<file path="src/rtl/fifo_sync_param.sv">
// Parametrised single-clock FIFO with registered read data, status flags,
// per-request ack/error pulses and a last-operation code.
module fifo_sync_param #(
  parameter int DATA_WIDTH = 32,
  parameter int ADDR_WIDTH = 3,
  parameter int AFULL_TH   = 6,
  parameter int AEMPTY_TH  = 2
) (
  input  logic                  clk,
  input  logic                  reset_n,
  input  logic                  wr_en,
  input  logic [DATA_WIDTH-1:0] din,
  input  logic                  rd_en,
  output logic [DATA_WIDTH-1:0] dout,
  output logic [ADDR_WIDTH:0]   data_count,
  output logic                  full,
  output logic                  empty,
  output logic                  almost_full,
  output logic                  almost_empty,
  output logic                  wr_ack,
  output logic                  wr_err,
  output logic                  rd_ack,
  output logic                  rd_err,
  output logic [2:0]            state
);

  localparam int DEPTH = 2 ** ADDR_WIDTH;

  localparam logic [ADDR_WIDTH:0] DEPTH_CNT  = (ADDR_WIDTH + 1)'(DEPTH);
  localparam logic [ADDR_WIDTH:0] AFULL_CNT  = (ADDR_WIDTH + 1)'(AFULL_TH);
  localparam logic [ADDR_WIDTH:0] AEMPTY_CNT = (ADDR_WIDTH + 1)'(AEMPTY_TH);

  localparam logic [2:0] ST_INIT     = 3'b000;
  localparam logic [2:0] ST_NO_OP    = 3'b001;
  localparam logic [2:0] ST_WRITE    = 3'b010;
  localparam logic [2:0] ST_WR_ERROR = 3'b011;
  localparam logic [2:0] ST_READ     = 3'b100;
  localparam logic [2:0] ST_RD_ERROR = 3'b101;
  localparam logic [2:0] ST_RD_WR    = 3'b110;

  logic [DATA_WIDTH-1:0] mem [DEPTH];
  logic [ADDR_WIDTH-1:0] head;
  logic [ADDR_WIDTH-1:0] tail;
  logic [ADDR_WIDTH:0]   count_q;
  logic                  rd_ok;
  logic                  wr_ok;
  logic [2:0]            state_d;

  assign data_count   = count_q;
  assign empty        = (count_q == '0);
  assign full         = (count_q == DEPTH_CNT);
  assign almost_full  = (count_q >= AFULL_CNT);
  assign almost_empty = (count_q <= AEMPTY_CNT);

  // A full FIFO still takes a write when a read frees the slot on the same edge.
  assign rd_ok = rd_en & ~empty;
  assign wr_ok = wr_en & (~full | rd_en);

  // A rejected read outranks the write outcome; with rd_en high a write is
  // always accepted, so WR_ERROR only arises without a read request.
  always_comb begin
    state_d = ST_NO_OP;
    if (rd_ok && wr_ok)
      state_d = ST_RD_WR;
    else if (rd_en && !rd_ok)
      state_d = ST_RD_ERROR;
    else if (wr_en && !wr_ok)
      state_d = ST_WR_ERROR;
    else if (rd_ok)
      state_d = ST_READ;
    else if (wr_ok)
      state_d = ST_WRITE;
  end

  always_ff @(posedge clk) begin
    if (wr_ok)
      mem[tail] <= din;
  end

  always_ff @(posedge clk or negedge reset_n) begin
    if (!reset_n) begin
      head    <= '0;
      tail    <= '0;
      count_q <= '0;
      dout    <= '0;
      wr_ack  <= 1'b0;
      wr_err  <= 1'b0;
      rd_ack  <= 1'b0;
      rd_err  <= 1'b0;
      state   <= ST_INIT;
    end else begin
      if (wr_ok)
        tail <= tail + 1'b1;
      if (rd_ok) begin
        dout <= mem[head];
        head <= head + 1'b1;
      end
      case ({wr_ok, rd_ok})
        2'b10:   count_q <= count_q + 1'b1;
        2'b01:   count_q <= count_q - 1'b1;
        default: count_q <= count_q;
      endcase
      wr_ack <= wr_ok;
      wr_err <= wr_en & ~wr_ok;
      rd_ack <= rd_ok;
      rd_err <= rd_en & ~rd_ok;
      state  <= state_d;
    end
  end

endmodule
</file>
<file path="config.mk">
export PLATFORM = sky130hd
export DESIGN_NAME = fifo_sync_param
export DESIGN_NICKNAME = d
export VERILOG_FILES = /design/src/rtl/fifo_sync_param.sv
export SDC_FILE = /design/constraint.sdc
export NUM_CORES = 1
export LEC_CHECK = 0
export ABC_AREA = 1
export CAP_MARGIN = 5
export CELL_PAD_IN_SITES_DETAIL_PLACEMENT = 1
export CELL_PAD_IN_SITES_GLOBAL_PLACEMENT = 2
export CORE_UTILIZATION = 44
export DETAILED_ROUTE_END_ITERATION = 12
export PLACE_DENSITY_LB_ADDON = 0.1
export SETUP_SLACK_MARGIN = 0.3
export SLEW_MARGIN = 20
export SYNTH_ARGS = -nofsm -noshare
export SYNTH_HDL_FRONTEND = slang
export SYNTH_SLANG_ARGS = --single-unit
</file>
<file path="constraint.sdc">
create_clock -name clk -period 6.7 [get_ports clk]
set_input_delay 0.67 -clock clk [delete_from_list [all_inputs] [get_ports clk]]
set_output_delay 0.67 -clock clk [all_outputs]
set_load 0.02 [all_outputs]
</file>
==> results.sh <==
export IMPL_worst_path_buf_inv=4
export IMPL_drt_iter0_drc=480
export IMPL_worstPathCellList="clkdlybuf4s50_1, inv_2, nand4_1, nand2_1, inv_1, nand2_1, nor2_4, buf_4"
export IMPL_numPortBuffers=82
export IMPL_first_pass_iters=4
export IMPL_worst_slew_pin_slew_ns=0.917
export IMPL_overflow=0
export IMPL_finalWeightedCongestion=0.725
export IMPL_cts_max_level=2
export IMPL_n_fill_cell=2780
export IMPL_syn_num_nets=1033
export IMPL_crit_path_end_kind="flop"
export IMPL_status="finished, final reports clean"
export IMPL_hp_class="input pin to async pin"
export IMPL_cpMaxStageDelayCell="clkdlybuf4s50_1"
export IMPL_rows=60
export IMPL_min_period_ns=2.82
export IMPL_io_pins=83
export IMPL_p_leak_uw=0.00557
export IMPL_fin_nets=1112
export IMPL_relSlewSlack=0.389
export IMPL_seq_area_frac_synth=0.731
export IMPL_drc=0
export IMPL_reg2reg_from="data_count[2]"
export IMPL_yosys_warnings=0
export IMPL_antenna_found_initial=0
export IMPL_finalHoldViolations=0
export IMPL_via_per_inst=5.12
export IMPL_diodes=0
export IMPL_cts_reportedPaths_clkPinSlew_ns=0.06
export IMPL_clkLatencyLatePin_ns=0.51
export IMPL_ys_ff_latch=305
export IMPL_r2r_cells=7
export IMPL_fin_util=0.536
export IMPL_root_buffer="clkbuf_16"
export IMPL_clockBufferDepth=3
export IMPL_drtAntennaViolNets=0
export IMPL_avgSynthCellArea_um2=12.3
export IMPL_r2r_end="mem[7][0]"
export IMPL_hpwl_mm=14.9
export IMPL_wl_per_cell_um=18.9
export IMPL_tns_ns=0
export IMPL_grt_max_degree=139
export IMPL_die_y_um=168
export IMPL_syn_area_mm2=0.0122
export IMPL_rsz0062_at_grt="no"
export IMPL_grtUsageTotal=0.205
export IMPL_p_total_uw=6420
export IMPL_cts_setup_buffers=0
export IMPL_setup_violations=0
export IMPL_slowest_delay_ns=0.65
export IMPL_worstSetupPathType="input pin to flop"
export IMPL_start_util=0.450
export IMPL_regArea_mm2=0.00892
export IMPL_yosysUniqueCellTypes=24
export IMPL_arrival_ns=2.98
export IMPL_core_mm2=0.0271
export IMPL_crit_family="buffers and inverters"
export IMPL_grt_pass1_wl_mm=44.5
export IMPL_r2r_slack_ns=4.16
export IMPL_die_w_um=168
export IMPL_crit_required_ns=6.86
export IMPL_totalWireLength_mm=27.7
export IMPL_finalCritPeriodShare=0.420
export IMPL_fmax_mhz=355
export IMPL_p_per_area_mw_per_mm2=442
export IMPL_cts_resized=0
export IMPL_area_delta_synth_final_pct=19.2
export IMPL_cts_hold_buf=0
export IMPL_dr_total_vias=7527
export IMPL_syn_inst=993
export IMPL_first_global_vias=8078
export IMPL_layout_drive_gt1_share=0.0765
export IMPL_dieArea_mm2=0.0284
export IMPL_crit_path_max_fanout=20
export IMPL_peakVddDrop_uv=296
export IMPL_final_max_slew_viol_count=0
export IMPL_finClkSkew_ns=0.0232
export IMPL_drv_cap=0
export IMPL_cts_sinks=305
export IMPL_cts_made_buffers=35
export IMPL_critPathLaunchType="input pin"
export IMPL_multi_input_area_mm2=0.00250
export IMPL_cts_tree="built"
export IMPL_crit_top_cell="nand2_1"
Yosys cell counts:
master      n  share of area
clkbuf_1   20         0.0062
edfxtp_1  256           0.63
nand2_4     1        0.00092
nor2_2      1        0.00051
o211ai_1   64          0.039
inv_1     143          0.044
xnor2_1     3         0.0022
buf_4       9         0.0055
nand3_1   102          0.042
dfrtp_1    49           0.10
buf_1       3        0.00092
xor2_1      2         0.0014
nand2_2     1        0.00051
nand4_1     1        0.00051
nor4_1      1        0.00051
or2_1       1        0.00051
buf_2      22         0.0090
ha_1        4         0.0041
nand2_1   156          0.048
a21oi_1    64          0.026
inv_2       2        0.00062
o21ai_0    71          0.029
nor2_1     15         0.0046
buf_6       2         0.0018
area by class of cell:
type	instances	share of cell area
Sequential cell	305	0.614
Multi-Input combinational cell	487	0.172
Clock buffer	49	0.0689
Timing Repair Buffer	98	0.0667
Inverter	145	0.0375
Tap cell	372	0.0320
Clock inverter	14	0.00827
cell families (layout without fill, tap and decap cells):
| logic type | Yosys count | count (layout) | synth area share |
|---|---|---|---|
| buf+inv | 201 | 306 | 0.0682 |
| compound gates | 199 | 199 | 0.0948 |
| simple gates | 279 | 279 | 0.0980 |
| flops | 305 | 305 | 0.731 |
| fa+ha+maj | 4 | 4 | 0.00411 |
| xor+xnor | 5 | 5 | 0.00359 |
cells in the final DEF (no fill, tap or decap), types with 8 or more instances in the layout:
| master | count |
|---|---|
| a21oi_1 | 64 |
| buf_4 | 14 |
| clkbuf_1 | 9 |
| clkbuf_16 | 37 |
| clkdlybuf4s50_1 | 81 |
| clkinv_2 | 9 |
| dfrtp_1 | 47 |
| edfxtp_1 | 256 |
| inv_1 | 142 |
| nand2_1 | 156 |
| nand3_1 | 102 |
| nor2_4 | 8 |
| o211ai_1 | 64 |
| o21ai_0 | 71 |
routing by layer:
metal,GRT usage,vias to the layer above,wire length [µm]
li1,-,3611,-
met1,0.267,3777,12200
met2,0.359,106,14100
met3,0.0275,33,941
met4,0.0534,0,444
met5,0,-,0
per-stage QoR:
stage	instances	worst slack (ns)	hold slack [ns]	area (µm²)
after global routing	1470	3.71	0.402	14500
after floorplan	993	3.76	0.374	12200
after global placement	1406	3.43	0.461	13400
after CTS	1469	3.84	0.352	14500
after detailed placement	1406	3.31	0.465	13400
final	1470	3.88	0.331	14500
flip-flops by register name (all words and copies together) (netlist names), 3 cells and up:
signal	cells
tail	3
data_count	4
dout	32
state	3
mem	256
head	3
worst max path at each step:
stage,start,end,slack [ns],cells after the start
floorplan,rd_en,mem[0][0],3.76,5
global placement,rd_en,mem[6][25],3.43,7
detailed placement,rd_en,mem[7][22],3.31,8
CTS,rd_en,mem[7][0],3.84,8
global route,rd_en,mem[7][30],3.71,8
finish,rd_en,mem[7][0],3.88,8
power by group:
group | total (µW) | internal (µW) | switching [µW]
Sequential | 2630 | 2420 | 217
Combinational | 1950 | 694 | 1260
Clock | 1840 | 1120 | 716
Total | 6420 | 4230 | 2190
Note: power is estimated with default switching activity, not from simulation.
